$ cat config.mk
export PLATFORM = sky130hd
export DESIGN_NAME = serial_add_sequencer_flat
export DESIGN_NICKNAME = d
export VERILOG_FILES = /design/src/rtl/serial_add_if.sv /design/src/rtl/serial_add_sequencer.sv /design/src/flat_wrapper.sv
export SDC_FILE = /design/constraint.sdc
export NUM_CORES = 1
export LEC_CHECK = 0
export CORE_UTILIZATION = 47
export CTS_CLUSTER_DIAMETER = 200
export DETAILED_ROUTE_END_ITERATION = 6
export PLACE_DENSITY = 0.82
export SLEW_MARGIN = 10
export SYNTH_ARGS = -nofsm -noshare
export SYNTH_HDL_FRONTEND = slang
export SYNTH_SLANG_ARGS = --single-unit
export TNS_END_PERCENT = 20
$ cat constraint.sdc
create_clock -name clk -period 2.1 [get_ports clk]
set_input_delay 0.42 -clock clk [delete_from_list [all_inputs] [get_ports clk]]
set_output_delay 0.42 -clock clk [all_outputs]
set_load 0.005 [all_outputs]
$ cat src/rtl/serial_add_if.sv
// Bundle between the bit-serial add sequencer and its user: operand/start request,
// push-button step, the external full-adder slice, and the result/status outputs.
interface serial_add_if #(
  parameter int WIDTH = 4
);
  localparam int IW = (WIDTH > 1) ? $clog2(WIDTH) : 1;

  // start is a request with an implicit ready: it is accepted only while the
  // sequencer is idle (busy=0 and done=0); in any other cycle it is ignored, not queued.
  logic             start;
  logic             step;
  logic [WIDTH-1:0] op_a;
  logic [WIDTH-1:0] op_b;
  logic             cin;
  logic             fa_a;
  logic             fa_b;
  logic             fa_cin;
  logic             fa_sum;
  logic             fa_cout;
  logic [WIDTH-1:0] sum;
  logic             cout;
  logic             busy;
  logic             done;
  logic [IW-1:0]    bit_idx;

  modport slave (
    input  start, step, op_a, op_b, cin, fa_sum, fa_cout,
    output fa_a, fa_b, fa_cin, sum, cout, busy, done, bit_idx
  );

  modport master (
    output start, step, op_a, op_b, cin, fa_sum, fa_cout,
    input  fa_a, fa_b, fa_cin, sum, cout, busy, done, bit_idx
  );
endinterface

$ cat src/rtl/serial_add_sequencer.sv
// Bit-serial adder controller: time-shares one external full adder, LSB first,
// advancing every clock or once per debounced-by-sync rising edge of step.
module serial_add_sequencer #(
  parameter int WIDTH     = 4,
  parameter int STEP_MODE = 0
) (
  input  logic               clk,
  input  logic               rst,
  serial_add_if.slave        io,
  output logic [1:0]         dbg_state
);
  localparam int IW = (WIDTH > 1) ? $clog2(WIDTH) : 1;

  typedef enum logic [1:0] {
    IDLE = 2'd0,
    RUN  = 2'd1,
    DONE = 2'd2
  } state_t;

  state_t           state, state_n;
  logic [WIDTH-1:0] a_sh, b_sh, sum_r;
  logic             carry, cout_r;
  logic [IW-1:0]    idx_r;
  logic             step_s1, step_s2, step_prev;
  logic             advance, last_bit;
  logic             busy_c, done_c;

  // Synchronised step edges exist in every state but only count while in RUN.
  assign advance  = (STEP_MODE == 0) ? 1'b1 : (step_s2 & ~step_prev);
  assign last_bit = (idx_r == IW'(WIDTH - 1));

  always_comb begin
    state_n = state;
    busy_c  = 1'b0;
    done_c  = 1'b0;
    case (state)
      IDLE: if (io.start) state_n = RUN;
      RUN: begin
        busy_c = 1'b1;
        if (advance && last_bit) state_n = DONE;
      end
      DONE: begin
        done_c  = 1'b1;
        state_n = IDLE;
      end
      default: state_n = IDLE;
    endcase
  end

  always_ff @(posedge clk) begin
    if (rst) begin
      state     <= IDLE;
      a_sh      <= '0;
      b_sh      <= '0;
      carry     <= 1'b0;
      sum_r     <= '0;
      cout_r    <= 1'b0;
      idx_r     <= '0;
      step_s1   <= 1'b0;
      step_s2   <= 1'b0;
      step_prev <= 1'b0;
    end else begin
      state     <= state_n;
      step_s1   <= io.step;
      step_s2   <= step_s1;
      step_prev <= step_s2;
      case (state)
        IDLE: if (io.start) begin
          a_sh   <= io.op_a;
          b_sh   <= io.op_b;
          carry  <= io.cin;
          sum_r  <= '0;
          cout_r <= 1'b0;
          idx_r  <= '0;
        end
        RUN: if (advance) begin
          sum_r[idx_r] <= io.fa_sum;
          carry        <= io.fa_cout;
          a_sh         <= a_sh >> 1;
          b_sh         <= b_sh >> 1;
          if (last_bit) begin
            cout_r <= io.fa_cout;
            idx_r  <= '0;
          end else begin
            idx_r  <= idx_r + IW'(1);
          end
        end
        default: ;
      endcase
    end
  end

  // The adder slice sees live register bits only while running; LEDs stay dark otherwise.
  assign io.fa_a    = (state == RUN) ? a_sh[0] : 1'b0;
  assign io.fa_b    = (state == RUN) ? b_sh[0] : 1'b0;
  assign io.fa_cin  = (state == RUN) ? carry   : 1'b0;
  assign io.sum     = sum_r;
  assign io.cout    = cout_r;
  assign io.busy    = busy_c;
  assign io.done    = done_c;
  assign io.bit_idx = idx_r;
  assign dbg_state  = state;
endmodule

$ cat src/flat_wrapper.sv
// flat-port wrapper written by rule: the top's interface ports become plain ports
module serial_add_sequencer_flat 
#(
  parameter int WIDTH     = 4,
  parameter int STEP_MODE = 0
)
  (clk, rst, dbg_state, io_start, io_step, io_op_a, io_op_b, io_cin, io_fa_sum, io_fa_cout, io_fa_a, io_fa_b, io_fa_cin, io_sum, io_cout, io_busy, io_done, io_bit_idx);
  serial_add_if #(.WIDTH(WIDTH)) io_i ();
  input  logic clk;
  input  logic rst;
  output logic [1:0] dbg_state;
  input wire logic [$bits(io_i.start)-1:0] io_start;
  input wire logic [$bits(io_i.step)-1:0] io_step;
  input wire logic [$bits(io_i.op_a)-1:0] io_op_a;
  input wire logic [$bits(io_i.op_b)-1:0] io_op_b;
  input wire logic [$bits(io_i.cin)-1:0] io_cin;
  input wire logic [$bits(io_i.fa_sum)-1:0] io_fa_sum;
  input wire logic [$bits(io_i.fa_cout)-1:0] io_fa_cout;
  output wire logic [$bits(io_i.fa_a)-1:0] io_fa_a;
  output wire logic [$bits(io_i.fa_b)-1:0] io_fa_b;
  output wire logic [$bits(io_i.fa_cin)-1:0] io_fa_cin;
  output wire logic [$bits(io_i.sum)-1:0] io_sum;
  output wire logic [$bits(io_i.cout)-1:0] io_cout;
  output wire logic [$bits(io_i.busy)-1:0] io_busy;
  output wire logic [$bits(io_i.done)-1:0] io_done;
  output wire logic [$bits(io_i.bit_idx)-1:0] io_bit_idx;
  assign io_i.start = io_start;
  assign io_i.step = io_step;
  assign io_i.op_a = io_op_a;
  assign io_i.op_b = io_op_b;
  assign io_i.cin = io_cin;
  assign io_i.fa_sum = io_fa_sum;
  assign io_i.fa_cout = io_fa_cout;
  assign io_fa_a = io_i.fa_a;
  assign io_fa_b = io_i.fa_b;
  assign io_fa_cin = io_i.fa_cin;
  assign io_sum = io_i.sum;
  assign io_cout = io_i.cout;
  assign io_busy = io_i.busy;
  assign io_done = io_i.done;
  assign io_bit_idx = io_i.bit_idx;
  serial_add_sequencer #(.WIDTH(WIDTH), .STEP_MODE(STEP_MODE)) u_core (.clk(clk), .rst(rst), .io(io_i), .dbg_state(dbg_state));
endmodule
==> metrics.md, run 1 <==
| Metric | Value |
|---|---|
| Synth top area share | `42.04%` |
| Initial Util | `49.64%` |
| Area grow syn2layout | `36.79%` |
| Max clock buf depth | `2` |
| Vias per cell | `5.200` |
| Lkg Pwr | `0.0004616 uW` |
| Tcrit/Tclk final | `94.15%` |
| Critical Path RT | `1680 ps` |
| DP HPWL | `1.323 mm` |
| Final setup fails | `0` |
| Syn nets | `117` |
| Mean routed wirelength per cell | `11.83 um` |
| GRT overflow | `0` |
| Share of cells above drive strength 1 | `9.600%` |
| Final Critical Period | `1977 ps` |
| Via count | `780` |
| Setup slack after layout | `122.8 ps` |
| Largest net degree at the start of global routing | `16` |
| R2R setup slack | `580 ps` |
| CTS clock-pin slew for the worst setup and hold paths | `90 ps` |
| Setup crit end kind | `output port` |
| HP Class | `reg -> reg` |
| # DRC | `0` |
| RD Place Congestion | `0.7451` |
| Critical path peak fanout | `12` |
| DP Area | `1147 um2` |
| Crit path to | `io_fa_cin` |
| Post-Syn Instances | `97` |
| Maximum vdd drop | `300.5 uV` |
| Nets | `147` |
| Synth warn | `0` |
| Initial antenna violation count | `0` |
| Cell variety after synth | `28` |
| Multi-input gate area | `432.9 um2` |
| IO Pins | `29` |
| CTS Hold Bufs | `0` |
| CTS Buf Count | `3` |
| Pwr Density | `568.7 nW/um2` |
| Hold Crit Start | `u_core.io.sum[3]` |
| Seq cells post-synth | `18` |
| Diode count | `0` |
| Avg Synthesized Cell Area | `8.836 um2` |
| Die H | `44.71 um` |
| First-pass GRT wire length | `2.898 mm` |
| Slew Limit Fails | `0` |
| Number of global-route vias before repair | `683` |
| FP Rows | `15` |
| Hold Vio Cnt, Final | `0` |
| CP Class | `reg -> out` |
| CTS tree | `built` |
| Reg area | `360.3 um2` |
| Core footprint | `1727 um2` |
| Clock Skews | `4.442 ps` |
| Sequential cell area fraction in the yosys report | `42.04%` |
| Post-route cell area | `1172 um2` |
| Core Util, Final | `67.90%` |
| Cell area after synthesis | `857.1 um2` |
| R2r startpoint | `u_core.io.bit_idx[0]` |
| Total GRT Usage | `19.83%` |
| Overall die area | `1999 um2` |
| Main area contributors after synthesis | `dfxtp_1 42%, ha_1 7.3%, a211oi_1 7.0%` |
| Slew margin rel. | `74.88%` |
| I/O Buffers | `27` |
| ANT nets after route | `0` |
| Detailed Routing Iterations Pass 1 | `4` |
| RSZ-0062 raised after global routing | `no` |
| Most frequent cells in the layout | `27 x clkdlybuf4s50_1, 18 x dfxtp_1, 12 x nor2_1, 10 x a21oi_1` |
| Worst Path Arrival | `1560 ps` |
| Worst R2R Path Depth | `4` |
| # clock sinks | `18` |
| Final setup TNS | `0 ps` |
| CTS H-Tree Depth | `1` |
| Max Cap Violations | `0` |
| Most common cell after layout, fill and taps aside | `clkdlybuf4s50_1` |
| Status | `completed` |
| DRT iter0 DRCs | `15` |
| Root Driver | `clkbuf_4` |
| Worst slew pin tran | `376.6 ps` |
| R2r endpoint | `u_core.io.sum[3]` |
| Worst skew pair latency | `280 ps` |
| Setup WS pre-CTS | `255.6 ps` |
| Synth area leader | `dfxtp_1` |
| Fill count | `158` |
| Fmax | `505.8 MHz` |
| Routed WL | `1.774 mm` |
| Type of origin of the critical path | `register` |
| Worst setup path startpoint | `u_core.dbg_state[1]` |
| Die Width | `44.71 um` |
[layout make-up]
class                           count  area share, %
Multi-Input combinational cell     67          36.93
Sequential cell                    18          30.74
Timing Repair Buffer               31          25.61
Tap cell                           25          2.668
Inverter                            6          2.134
Clock buffer                        3          1.921
[worst min path at each step]
| stage | depth (start not counted) | endpoint | slack, ps |
|---|---|---|---|
| after floorplan | 2 | u_core.a_sh[1] | 450 |
| after global placement | 2 | u_core.io.sum[3] | 460 |
| after detailed placement | 2 | u_core.io.sum[3] | 460 |
| after CTS | 2 | u_core.io.sum[3] | 480 |
| after global routing | 2 | u_core.io.sum[3] | 500 |
| final | 2 | u_core.io.sum[3] | 480 |
[kinds of logic (layout without fill, tap and decap cells)]
kind of cell / count (synthesis) / in the layout / synth area share, %
buffers and inverters: 12 / 40 / 7.444
DFF: 18 / 18 / 42.04
and+or+nand+nor: 32 / 32 / 18.10
muxes: 2 / 2 / 2.336
AOI/OAI and AO/OA: 28 / 28 / 22.77
adders and majority gates: 5 / 5 / 7.299
[sequential cells by signal (all words and copies together), names as in the netlist]
register and count:
u_core.dbg_state 2, u_core.b_sh 4, u_core.io.cout 1, u_core.carry 1, u_core.io.sum 4, u_core.a_sh 4, u_core.io.bit_idx 2
[power by group]
part           leakage, uW  internal [uW]  total, uW  switching [uW]
Sequential        0.000148            361        372            11.4
Clock            0.0000138           66.5        164            97.6
Combinational     0.000300           71.4        130            58.8
[Yosys cell counts]
cell      instances
a211oi_1          8
a21oi_1          10
a22oi_1           4
a311oi_1          1
and2_1            3
buf_2             2
buf_6             2
clkbuf_1          1
clkbuf_2          1
dfxtp_1          18
ha_1              5
inv_1             5
inv_2             1
mux2i_1           2
nand2_1           8
nand2b_1          1
nand3b_1          1
nor2_1           12
nor2b_1           1
nor3_1            2
nor3b_1           2
o21ai_0           1
o21ba_2           1
o21bai_2          1
o221a_2           1
o32ai_1           1
or2_2             1
or4b_1            1
[through the flow]
stage	power, uW	hold slack, ps	std cells
after floorplan	450.8	450.2	97
after global placement	507.4	463.0	147
after detailed placement	511.1	464.4	147
after CTS	676.4	478.2	150
after global routing	699.4	496.9	150
final	666.7	479.0	150
[layer usage]
| metal | routed length [um] | GRT usage (%) | part of all wire (%) | vias to the layer above |
|---|---|---|---|---|
| met3 | 77 | 2.800 | 4.3 | 2 |
| met5 | 0 | 0 | 0 | - |
| met1 | 784 | 24.81 | 44 | 366 |
| li1 | - | - | - | 394 |
| met4 | 18 | 9.091 | 1.0 | 0 |
| met2 | 893 | 33.82 | 50 | 18 |
[critical path, stage by stage, from the launching register on]
cell and delay, ps:
dfxtp_1 320, nand2b_1 190, inv_4 140, and2_1 140, clkdlybuf4s50_1 500
[repair_timing]
item | in CTS | in global routing
setup endpoints to repair | 0 | 1
gates resized for setup | 0 | 1
setup buffers | 0 | 0
endpoints found under the hold margin | 0 | 0
No activity file was read; power rests on OpenSTA's default activity.
==> inputs of run 2 (changes only) <==
--- a/config.mk
+++ b/config.mk
@@ -5,10 +5,10 @@
 export SDC_FILE = /design/constraint.sdc
 export NUM_CORES = 1
 export LEC_CHECK = 0
-export CORE_UTILIZATION = 47
+export CORE_UTILIZATION = 40
 export CTS_CLUSTER_DIAMETER = 200
 export DETAILED_ROUTE_END_ITERATION = 6
-export PLACE_DENSITY = 0.82
+export PLACE_DENSITY = 0.72
 export SLEW_MARGIN = 10
 export SYNTH_ARGS = -nofsm -noshare
 export SYNTH_HDL_FRONTEND = slang
==> metrics.md, run 2 (synthesis results as in run 1) <==
| Metric | Value |
|---|---|
| Hold depth | `2 (unchanged)` |
| Worst slew pin tran | `397.6 ps (+21.02 ps)` |
| Most common cell after layout, fill and taps aside | `clkdlybuf4s50_1` |
| # DRC | `0 (unchanged)` |
| Critical path peak fanout | `12 (unchanged)` |
| Type of origin of the critical path | `register` |
| Hold Vio Cnt, Final | `0 (unchanged)` |
| Max Cap Violations | `0 (unchanged)` |
| Final setup TNS | `0 ps (unchanged)` |
| CTS resizes | `0 (unchanged)` |
| CTS H-Tree Depth | `1 (unchanged)` |
| Final setup fails | `0 (unchanged)` |
| Largest net degree at the start of global routing | `16 (unchanged)` |
| R2R setup slack | `550 ps (-30 ps)` |
| Area grow syn2layout | `39.27%` |
| DRT iter0 DRCs | `13 (-2)` |
| PnR Total Power | `715.4 uW (+7.3%)` |
| CTS Hold Bufs | `0 (unchanged)` |
| Tcrit/Tclk final | `95.18% (+1.0 points)` |
| Critical Path RT | `1680 ps (about the same)` |
| Overall die area | `2332 um2 (+17%)` |
| Post-CTS setup buffer count | `0 (unchanged)` |
| Hold Crit Start | `u_core.a_sh[2]` |
| WHS Endpoint | `u_core.a_sh[1]` |
| IO Pins | `29 (unchanged)` |
| Initial Util | `43.24% (-6.4 points)` |
| Reg area | `360.3 um2 (unchanged)` |
| Pwr Density | `599.3 nW/um2 (+5.4%)` |
| Maximum vdd drop | `468.3 uV (+56%)` |
| CTS tree | `built` |
| Via count | `782 (+0.26%)` |
| Worst Path Arrival | `1580 ps (+20 ps)` |
| Nets | `148 (+0.68%)` |
| Slew Limit Fails | `0 (unchanged)` |
| Detailed Routing Iterations Pass 1 | `3 (-1)` |
| Die Width | `48.29 um (+8.0%)` |
| Total GRT Usage | `17.30% (-2.5 points)` |
| Mean routed wirelength per cell | `12.10 um (+2.3%)` |
| FP Rows | `16 (+1)` |
| Setup crit end kind | `output port` |
| Worst skew pair latency | `290 ps (about the same)` |
| Number of global-route vias before repair | `619 (-9.4%)` |
| Core footprint | `1982 um2 (+15%)` |
| Most frequent cells in the layout | `27 x clkdlybuf4s50_1, 18 x dfxtp_1, 12 x nor2_1, 10 x a21oi_1` |
| R2r startpoint | `u_core.io.bit_idx[0]` |
| Fill count | `174 (+10%)` |
| Final Critical Period | `1999 ps (+21.67 ps)` |
| Clock Skews | `0.8727 ps (-3.569 ps)` |
| Routed WL | `1.863 mm (+5.0%)` |
| CP Class | `reg -> out` |
| ANT nets after route | `0 (unchanged)` |
| Status | `completed` |
| Diode count | `0 (unchanged)` |
| I/O Buffers | `27 (unchanged)` |
| GRT overflow | `0 (unchanged)` |
| Share of cells above drive strength 1 | `11.02% (+1.4 points)` |
| Slew margin rel. | `73.48% (-1.4 points)` |
| Root Driver | `clkbuf_4` |
| RSZ-0062 raised after global routing | `no` |
| HP Class | `reg -> reg` |
| Lkg Pwr | `0.0004738 uW (+2.7%)` |
| Initial antenna violation count | `0 (unchanged)` |
| Fmax | `500.3 MHz (-1.1%)` |
| R2r endpoint | `u_core.io.sum[3]` |
| Max clock buf depth | `2 (unchanged)` |
| # clock sinks | `18 (unchanged)` |
| Multi-input gate area | `432.9 um2 (unchanged)` |
| Worst hold slack | `485.8 ps (+6.758 ps)` |
| Die H | `48.29 um (+8.0%)` |
| DP HPWL | `1.361 mm (+2.8%)` |
| CTS clock-pin slew for the worst setup and hold paths | `100 ps (about the same)` |
| First-pass GRT wire length | `2.746 mm (-5.2%)` |
| Vias per cell | `5.078 (-2.3%)` |
| Worst R2R Path Depth | `4 (unchanged)` |
| RD Place Congestion | `0.7097 (-4.8%)` |
| CTS Buf Count | `3 (unchanged)` |
==> run 2: changes by cell type in the layout (fill, tap and decap cells not counted), sizes merged <==
cell and delta:
buf +1, clkbuf +1
==> run 2: worst max path at each step <==
stage | from | slack (ps) | depth (start not counted) | end
2_1_floorplan | u_core.dbg_state[1] | 600 | 6 | io_fa_a
5_1_grt | u_core.dbg_state[1] | 10 | 4 | io_fa_cin
4_1_cts | u_core.dbg_state[1] | 80 | 4 | io_fa_b
6_report | u_core.dbg_state[1] | 100 | 4 | io_fa_b
3_3_place_gp | io_start | 290 | 4 | u_core.io.sum[3]
3_5_place_dp | io_start | 250 | 4 | u_core.io.sum[3]
==> run 2: stage by stage <==
step | util, % | cells | cell area [um2] | setup WS, ps
6_report | 60.23 | 154 | 1194 | 101.1
5_1_grt | 60.23 | 154 | 1194 | 10.32
4_1_cts | 60.23 | 154 | 1194 | 77.42
3_5_place_dp | 58.40 | 150 | 1157 | 250.3
3_3_place_gp | 58.40 | 150 | 1157 | 287.3
2_1_floorplan | - | 97 | 857.1 | 596.0
==> run 2: layout make-up <==
type,instances,share of cell area (%)
clock buffers,4,3.040
inverters,6,1.887
multi-input cells,67,36.27
flip-flops and latches,18,30.19
well taps,27,2.830
repair buffers,32,25.79
==> run 2: power breakdown <==
part	internal, uW	switching, uW
Clock	106	105
Sequential	361	11.7
Combinational	72.8	59.0
Total	539	176
==> run 2: worst max-delay path: stages (launching register included) <==
cell and delay (ps):
dfxtp_1 320, nand2b_1 160, inv_2 170, and2_1 150, clkdlybuf4s50_1 490
==> run 2: per-layer routing <==
| layer | wire [um] | GRT usage (%) | up-vias |
|---|---|---|---|
| met5 | 0 | 0 | - |
| met2 | 891 | 27.73 | 15 |
| li1 | - | - | 396 |
| met4 | 9 | 8.333 | 0 |
| met1 | 892 | 22.15 | 369 |
| met3 | 70 | 3.333 | 2 |
